$ cat config.mk
export PLATFORM = sky130hd
export DESIGN_NAME = spi_response_transmitter
export DESIGN_NICKNAME = d
export VERILOG_FILES = /design/src/rtl/spi_response_transmitter.sv
export SDC_FILE = /design/constraint.sdc
export NUM_CORES = 1
export LEC_CHECK = 0
export CAP_MARGIN = 20
export CORE_MARGIN = 2
export CORE_UTILIZATION = 50
export CTS_CLUSTER_DIAMETER = 100
export CTS_CLUSTER_SIZE = 25
export DETAILED_ROUTE_END_ITERATION = 6
export GPL_ROUTABILITY_DRIVEN = 1
export GPL_TIMING_DRIVEN = 0
export PLACE_DENSITY = 0.77
export RECOVER_POWER = 50
export SYNTH_ARGS = -nofsm -noshare
export SYNTH_HDL_FRONTEND = slang
export SYNTH_SLANG_ARGS = --single-unit
$ cat constraint.sdc
create_clock -name clock -period 6.05 [get_ports clock]
set_input_delay 1.5125 -clock clock [delete_from_list [all_inputs] [get_ports clock]]
set_output_delay 1.5125 -clock clock [all_outputs]
set_load 0.02 [all_outputs]
$ cat src/rtl/spi_response_transmitter.sv
// SD-card SPI-mode response serialiser: takes an R1 or R3/R7 response over a
// valid/ready handshake, sends NCR filler bytes, then shifts the response out on SPI_CLK falls.
module spi_response_transmitter #(
  parameter int NCR_BYTES = 1,
  parameter bit LSB_FIRST = 1'b1
) (
  input  logic        clock,
  input  logic        reset,
  input  logic        io_SPI_CLK,
  input  logic        io_SPI_CS,
  output logic        io_SPI_DO,
  input  logic        io_RespValid,
  output logic        io_RespReady,
  input  logic        io_RespLong,
  input  logic [39:0] io_RespData,
  output logic        io_Busy,
  output logic        io_Done,
  output logic [1:0]  io____state
);

  typedef enum logic [1:0] {
    IDLE = 2'd0,
    NCR  = 2'd1,
    DATA = 2'd2,
    DONE = 2'd3
  } state_t;

  localparam logic [3:0] FILL_INIT = 4'(NCR_BYTES);

  state_t      state;
  state_t      state_next;
  logic        sclk_meta;
  logic        sclk_sync;
  logic        sclk_prev;
  logic [2:0]  bit_cnt;
  logic [2:0]  bit_cnt_next;
  logic [3:0]  fill_cnt;
  logic [3:0]  fill_cnt_next;
  logic [2:0]  byte_cnt;
  logic [2:0]  byte_cnt_next;
  logic [39:0] shift_reg;
  logic [39:0] shift_reg_next;
  logic        do_reg;
  logic        do_next;
  logic        fall;
  logic        accept;

  // Selects bit idx of a byte in transmit order, so idx 0 is always the first bit out.
  function automatic logic pick_bit(input logic [7:0] b, input logic [2:0] idx);
    if (LSB_FIRST) begin
      return b[idx];
    end
    return b[3'd7 - idx];
  endfunction

  always_ff @(posedge clock or negedge reset) begin
    if (!reset) begin
      sclk_meta <= 1'b0;
      sclk_sync <= 1'b0;
      sclk_prev <= 1'b0;
    end else begin
      sclk_meta <= io_SPI_CLK;
      sclk_sync <= sclk_meta;
      sclk_prev <= sclk_sync;
    end
  end

  // Rising edges are of no interest: the host samples on them while we hold DO steady.
  assign fall   = sclk_prev & ~sclk_sync & ~io_SPI_CS;
  assign accept = io_RespValid & io_RespReady;

  always_ff @(posedge clock or negedge reset) begin
    if (!reset) begin
      state     <= IDLE;
      bit_cnt   <= 3'd0;
      fill_cnt  <= 4'd0;
      byte_cnt  <= 3'd0;
      shift_reg <= 40'd0;
      do_reg    <= 1'b1;
    end else begin
      state     <= state_next;
      bit_cnt   <= bit_cnt_next;
      fill_cnt  <= fill_cnt_next;
      byte_cnt  <= byte_cnt_next;
      shift_reg <= shift_reg_next;
      do_reg    <= do_next;
    end
  end

  always_comb begin
    state_next     = state;
    bit_cnt_next   = bit_cnt;
    fill_cnt_next  = fill_cnt;
    byte_cnt_next  = byte_cnt;
    shift_reg_next = shift_reg;
    do_next        = do_reg;

    case (state)
      IDLE: begin
        do_next = 1'b1;
        if (accept) begin
          state_next     = NCR;
          bit_cnt_next   = 3'd0;
          fill_cnt_next  = FILL_INIT;
          byte_cnt_next  = io_RespLong ? 3'd5 : 3'd1;
          shift_reg_next = io_RespData;
        end
      end

      NCR: begin
        if (io_SPI_CS) begin
          state_next     = IDLE;
          do_next        = 1'b1;
          bit_cnt_next   = 3'd0;
          fill_cnt_next  = 4'd0;
          byte_cnt_next  = 3'd0;
          shift_reg_next = 40'd0;
        end else if (fall) begin
          if (bit_cnt == 3'd7) begin
            bit_cnt_next  = 3'd0;
            fill_cnt_next = fill_cnt - 4'd1;
            // The last filler fall already drives the first response bit.
            if (fill_cnt <= 4'd1) begin
              fill_cnt_next = 4'd0;
              state_next    = DATA;
              do_next       = pick_bit(shift_reg[39:32], 3'd0);
            end
          end else begin
            bit_cnt_next = bit_cnt + 3'd1;
          end
        end
      end

      DATA: begin
        if (io_SPI_CS) begin
          state_next     = IDLE;
          do_next        = 1'b1;
          bit_cnt_next   = 3'd0;
          byte_cnt_next  = 3'd0;
          shift_reg_next = 40'd0;
        end else if (fall) begin
          if (bit_cnt == 3'd7) begin
            bit_cnt_next = 3'd0;
            if (byte_cnt <= 3'd1) begin
              byte_cnt_next = 3'd0;
              state_next    = DONE;
              do_next       = 1'b1;
            end else begin
              byte_cnt_next  = byte_cnt - 3'd1;
              shift_reg_next = {shift_reg[31:0], 8'h00};
              do_next        = pick_bit(shift_reg[31:24], 3'd0);
            end
          end else begin
            bit_cnt_next = bit_cnt + 3'd1;
            do_next      = pick_bit(shift_reg[39:32], bit_cnt + 3'd1);
          end
        end
      end

      DONE: begin
        state_next     = IDLE;
        do_next        = 1'b1;
        shift_reg_next = 40'd0;
      end

      default: begin
        state_next = IDLE;
        do_next    = 1'b1;
      end
    endcase
  end

  assign io_SPI_DO    = do_reg;
  assign io_RespReady = (state == IDLE);
  assign io_Busy      = (state == NCR) | (state == DATA);
  assign io_Done      = (state == DONE);
  assign io____state  = state;

endmodule

==> results.toml, run 1 <==
[status]
status = "complete, but fails checks"
violations = "max-capacitance violations, max-slew violations"

[power]
switching_share = 0.406
leakage_uw = 0.00144
power.share.clock = 0.132
power_density_nw_per_um2 = 456
power.switching_uw = 643
max-vdd-ir-drop_mv = 0.189
intPower_uw = 939
power_frac_comb = 0.467
power_frac_seq = 0.401

[yosys]
syn_area_um2 = 2780
seq_area_frac_synth = 0.505
ys_ff_latch = 56
async_reset_ff_frac = 1.00
avgSynthCellArea_um2 = 9.88
yosys_warnings = 0
synth_top_area_frac = 0.496
synthCells = 281
synth_ff_type = "dfrtp_1"
yosysTopAreaCell = "dfrtp_1"
synthTopCellsByArea = "dfrtp_1, a22oi_1, a21oi_1"
synth_edf_count = 0
synth_nets = 338
yosysUniqueCellTypes = 39

[place]
portBuffers = 51
hpwl_mm = 4.62
placed_cell_area_um2 = 3390
gp_congestion = 0.907

[die]
dieArea_um2 = 6160
core-area_um2 = 5440
start_util = 0.510
die_h_um = 78.5
io_pins = 52
die_w_um = 78.5
rows = 27

[clock_network]
cts_hold_buf = 0
cts.repair.resized = 0
cts_tree = "yes"
ctsRootBufferMaster = "clkbuf_8"
clockBufferDepth = 2
clkTransAtPathRegs_ns = 0.09
cts.sink_count = 56
clk_latency_ns = 0.30
post-cts-setup-buffer-count = 0
cts_made_buffers = 5
htreeDepth = 2

[detailed_routing]
drtAntennaViolNets = 0
first_pass_iters = 4
viasPerCell = 5.54
drc_errors = 0
wire_per_inst_um = 15.4
wirelength_mm = 6.36
vias = 2286
drt-initial-drc-count = 156

[worst_setup_path]
arrival_ns = 3.76
worst_ep_required_time_ns = 6.14
crit_buf_inv = 2
cpPeakStageDelay_ns = 1.36
end_kind = "asynchronous set/reset pin"
start_kind = "input pin"
cpLargestDelayFamily = "buffers and inverters"
critical_path_class = "input pin to asynchronous set/reset pin"
path_cells = "clkbuf_1 -> clkbuf_1"
critPathSlowestCell = "clkbuf_1"
worst_path_most_repeated_cell = "clkbuf_1"
crit_fanout = 34

[run]
max-cap-violations = 1

[finish]
diodes = 0
final_util = 0.637
seq_area_um2 = 1400
multi_input_area_um2 = 1240
syn2layout_area_growth_pct = 24.9
largest_reg_flops = 40
num-nets-final = 397
layout-drive-gt1-share = 0.0704
final_area_um2 = 3470
fillerInstances = 447

[sta]
period_share = 0.606
max_freq_mhz = 273
slew_viol_final = 35
finalSetupTns_ns = 0
tightest_slew_ns = 1.78
fin_skew_ns = 0.00481
finalHoldViolations = 0
finalSetupViolations = 0
rsz0062_at_grt = "false"
period_needed_ns = 3.67
slew_headroom = -0.186
holdWs_ns = 0.362

[hold_path]
worst_hold_path_type = "flip-flop to flip-flop"

[global_route]
overflow = 0
grt_use_total = 0.216
grt_first_pass_wirelength_mm = 10.5
antenna_found_initial = 0
first_global_vias = 2204
grt_max_degree = 35
[kinds of logic after synthesis]
group / share of synthesized area
compound gates: 0.248
fa+ha+maj: 0.0496
buf+inv: 0.0478
flops: 0.505
mux: 0.0338
simple gates: 0.115
[worst paths after layout]
check | cells past startpoint | slack (ns) | to | from
setup / recovery | 2 | 2.38 | shift_reg[26] | reset
hold / removal | 0 | 0.36 | sclk_sync | sclk_meta
setup reg to reg | 7 | 3.59 | shift_reg[18] | bit_cnt[0]
hold reg to reg | 0 | 0.36 | sclk_sync | sclk_meta
max in group clock | 3 | 2.71 | io_Busy | io____state[0]
min in group asynchronous | 1 | 1.43 | fill_cnt[1] | reset
[area by class of cell]
cell class,count,share of cell area
clock buffers,7,0.0249
flip-flops and latches,56,0.405
inverters,18,0.0195
clock inverters,1,0.00217
repair buffers,52,0.147
multi-input cells,191,0.358
well taps,72,0.0260
plain buffers,16,0.0188
[power groups by stage]
stage	sequential, µW	clock [µW]	combinational (µW)
global route	654	227	828
global placement	636	0	715
finish	634	209	739
CTS	633	212	741
detailed placement	641	0	735
floorplan	622	0	527
[per-stage QoR]
| step | cells | power [µW] | setup WS [ns] |
|---|---|---|---|
| 6_report | 413 | 1580 | 2.38 |
| 5_1_grt | 413 | 1710 | 1.85 |
| 4_1_cts | 413 | 1590 | 2.70 |
| 3_5_place_dp | 405 | 1380 | 2.52 |
| 3_3_place_gp | 404 | 1350 | 1.74 |
| 2_1_floorplan | 281 | 1150 | 3.18 |
[cell usage after synthesis, drive strengths merged (2+ instances only)]
cell type	number
a21oi	34
a22o	2
a22oi	32
buf	4
clkbuf	12
dfrtp	55
ha	11
inv	18
mux2	4
mux4	2
nand2	6
nand2b	5
nand3	8
nand3b	2
nor2	41
nor2b	3
nor3	3
o211ai	2
o21ai	17
o22ai	2
o31ai	2
[metal layers]
layer  wire (µm)  share of wire  track usage
met1        2920           0.46        0.305
met3         356          0.056       0.0356
met5           0              0            0
met2        3040           0.48        0.346
met4          49         0.0077       0.0579
[layout by cell type, fill, tap and decap left out, types with 8 or more instances in the layout]
master and count:
dfrtp_1 55, clkdlybuf4s50_1 49, nor2_1 41, a21oi_1 34
a22oi_1 32, inv_1 18, o21ai_0 17, clkbuf_1 15
ha_1 11, nand3_1 8
Power figures use the tool's default switching activity.
==> run 2, diff against run 1 <==
--- a/config.mk
+++ b/config.mk
@@ -7,13 +7,13 @@
 export LEC_CHECK = 0
 export CAP_MARGIN = 20
 export CORE_MARGIN = 2
-export CORE_UTILIZATION = 50
+export CORE_UTILIZATION = 47
 export CTS_CLUSTER_DIAMETER = 100
 export CTS_CLUSTER_SIZE = 25
 export DETAILED_ROUTE_END_ITERATION = 6
 export GPL_ROUTABILITY_DRIVEN = 1
 export GPL_TIMING_DRIVEN = 0
-export PLACE_DENSITY = 0.77
+export PLACE_DENSITY = 0.76
 export RECOVER_POWER = 50
 export SYNTH_ARGS = -nofsm -noshare
 export SYNTH_HDL_FRONTEND = slang
==> constraint.sdc (replaced) <==
create_clock -name clock -period 2.99 [get_ports clock]
set_input_delay 0.7475 -clock clock [delete_from_list [all_inputs] [get_ports clock]]
set_output_delay 0.7475 -clock clock [all_outputs]
set_load 0.02 [all_outputs]
==> run 2 against run 1 <==
  * Sequential share of layout area about the same
  * Die area increased by 6.1%
  * First-iteration DRC count up 28%
  * Worst setup slack got worse by 2.0 ns
  * Sequential power up 100%
  * Highest routed layer unchanged
  * Worst hold slack got worse by 0.0028 ns
  * Largest cell class unchanged
  * Total power is 100% higher
  * The run now ends clean
  * Wire length up 0.39%
  * Clock power up 100%
  * Count of clock-buffer cells in the layout fell by 2
==> results.toml, run 2 (same netlist as run 1, synthesis figures left out) <==
[power]
leakage_uw = 0.00144
max-vdd-ir-drop_mv = 0.366
power_density_nw_per_um2 = 926

[clock_network]
cts_made_buffers = 5
cts_hold_buf = 0
ctsRootBufferMaster = "clkbuf_8"
cts.sink_count = 56
clockBufferDepth = 2
post-cts-setup-buffer-count = 0
cts_tree = "yes"
htreeDepth = 2
cts.repair.resized = 0
clkTransAtPathRegs_ns = 0.10
clk_latency_ns = 0.32

[die]
io_pins = 52
core-area_um2 = 5610
rows = 27
start_util = 0.495
dieArea_um2 = 6540
die_w_um = 80.8
die_h_um = 80.8

[finish]
syn2layout_area_growth_pct = 24.8
diodes = 0
final_cell_mix = "dfrtp_1, clkdlybuf4s50_1, nor2_1, a21oi_1, a22oi_1"
multi_input_area_um2 = 1240
largest_reg_flops = 40
layout-drive-gt1-share = 0.0762
instances_no_fill = 413
final_util = 0.618
final_common_cell = "dfrtp_1"
num-nets-final = 397
seq_area_um2 = 1400
fillerInstances = 524

[global_route]
grt_use_met3 = 0.0367
grt-busiest-layer = "met2"
grt_max_degree = 36
antenna_found_initial = 0
grtUsageMet2 = 0.314
first_global_vias = 2187
grt_use_total = 0.205
grt_first_pass_wirelength_mm = 10.3
met1_usage = 0.299
overflow = 0

[sta]
tightest_slew_ns = 1.19
fin_skew_ns = 0.0153
slew_headroom = 0.204
period_share = 0.879
rsz0062_at_grt = "false"
finalSetupViolations = 0
slew_viol_final = 0
max_freq_mhz = 380
finalHoldViolations = 0
period_needed_ns = 2.63

[detailed_routing]
drc_errors = 0
viasPerCell = 5.51
drtAntennaViolNets = 0
first_pass_iters = 4
vias = 2275
drt-initial-drc-count = 199
wirelength_mm = 6.39
wire_per_inst_um = 15.5

[worst_setup_path]
end_kind = "output port"
critical_path_class = "flip-flop to output port"
cpLargestDelayFamily = "buffers and inverters"
arrival_ns = 1.88
regToRegStartpoint = "bit_cnt[0]"
critPathSlowestCell = "clkdlybuf4s50_1"
startpoint = "io____state[1]"
cpPeakStageDelay_ns = 0.65
start_kind = "flip-flop"
worst_ep_required_time_ns = 2.24
crit_fanout = 5
crit_buf_inv = 2
path_cells = "inv_1 -> ha_1 -> clkdlybuf4s50_1"

[place]
gp_congestion = 0.814
portBuffers = 51
hpwl_mm = 4.77
place_inst = 405

[hold_path]
hold_start = "sclk_meta"
worst_hold_path_type = "flip-flop to flip-flop"

[status]
status = "completed"

[run]
max-cap-violations = 0
[run 2: through the flow]
| stage | TNS (ns) | hold slack, ns | worst slack [ns] | power (µW) | instance area [µm²] |
|---|---|---|---|---|---|
| after floorplan | 0 | 0.331 | 0.885 | 2320 | 2780 |
| after global placement | -28.44 | 0.338 | -0.520 | 2720 | 3380 |
| after detailed placement | 0 | 0.340 | 0.187 | 2800 | 3390 |
| after CTS | 0 | 0.362 | 0.360 | 3220 | 3480 |
| after global routing | 0 | 0.373 | 0.285 | 3470 | 3460 |
| final | 0 | 0.359 | 0.361 | 3210 | 3460 |
[run 2: layer usage]
layer / vias up / routed length (µm)
met3: 11 / 310
met5: - / 0
met2: 66 / 2950
met1: 1070 / 3030
li1: 1128 / -
met4: 0 / 103
[run 2: path summary, 6_finish.rpt]
kind | end | slack (ns) | cells past startpoint
min in group asynchronous | shift_reg[7] | 0.64 | 1
worst min-delay path | sclk_sync | 0.36 | 0
max in group asynchronous | shift_reg[30] | 0.90 | 2
worst max register to register | shift_reg[37] | 0.56 | 7
worst min register to register | sclk_sync | 0.36 | 0
worst max-delay path | io_Busy | 0.36 | 3
[run 2: cell type report]
type,instances,share of cell area
sequential,56,0.405
buffer,16,0.0188
clock inverter,3,0.00614
tap,72,0.0260
timing repair buffer,52,0.147
multi-input combinational,191,0.358
inverter,18,0.0195
clock buffer,5,0.0199
[run 2: power breakdown]
group | leakage, µW | switching [µW] | internal, µW
Sequential | 0.000699 | 209 | 1080
Clock | 0.0000445 | 256 | 167
Combinational | 0.000696 | 863 | 635
Total | 0.00144 | 1330 | 1880
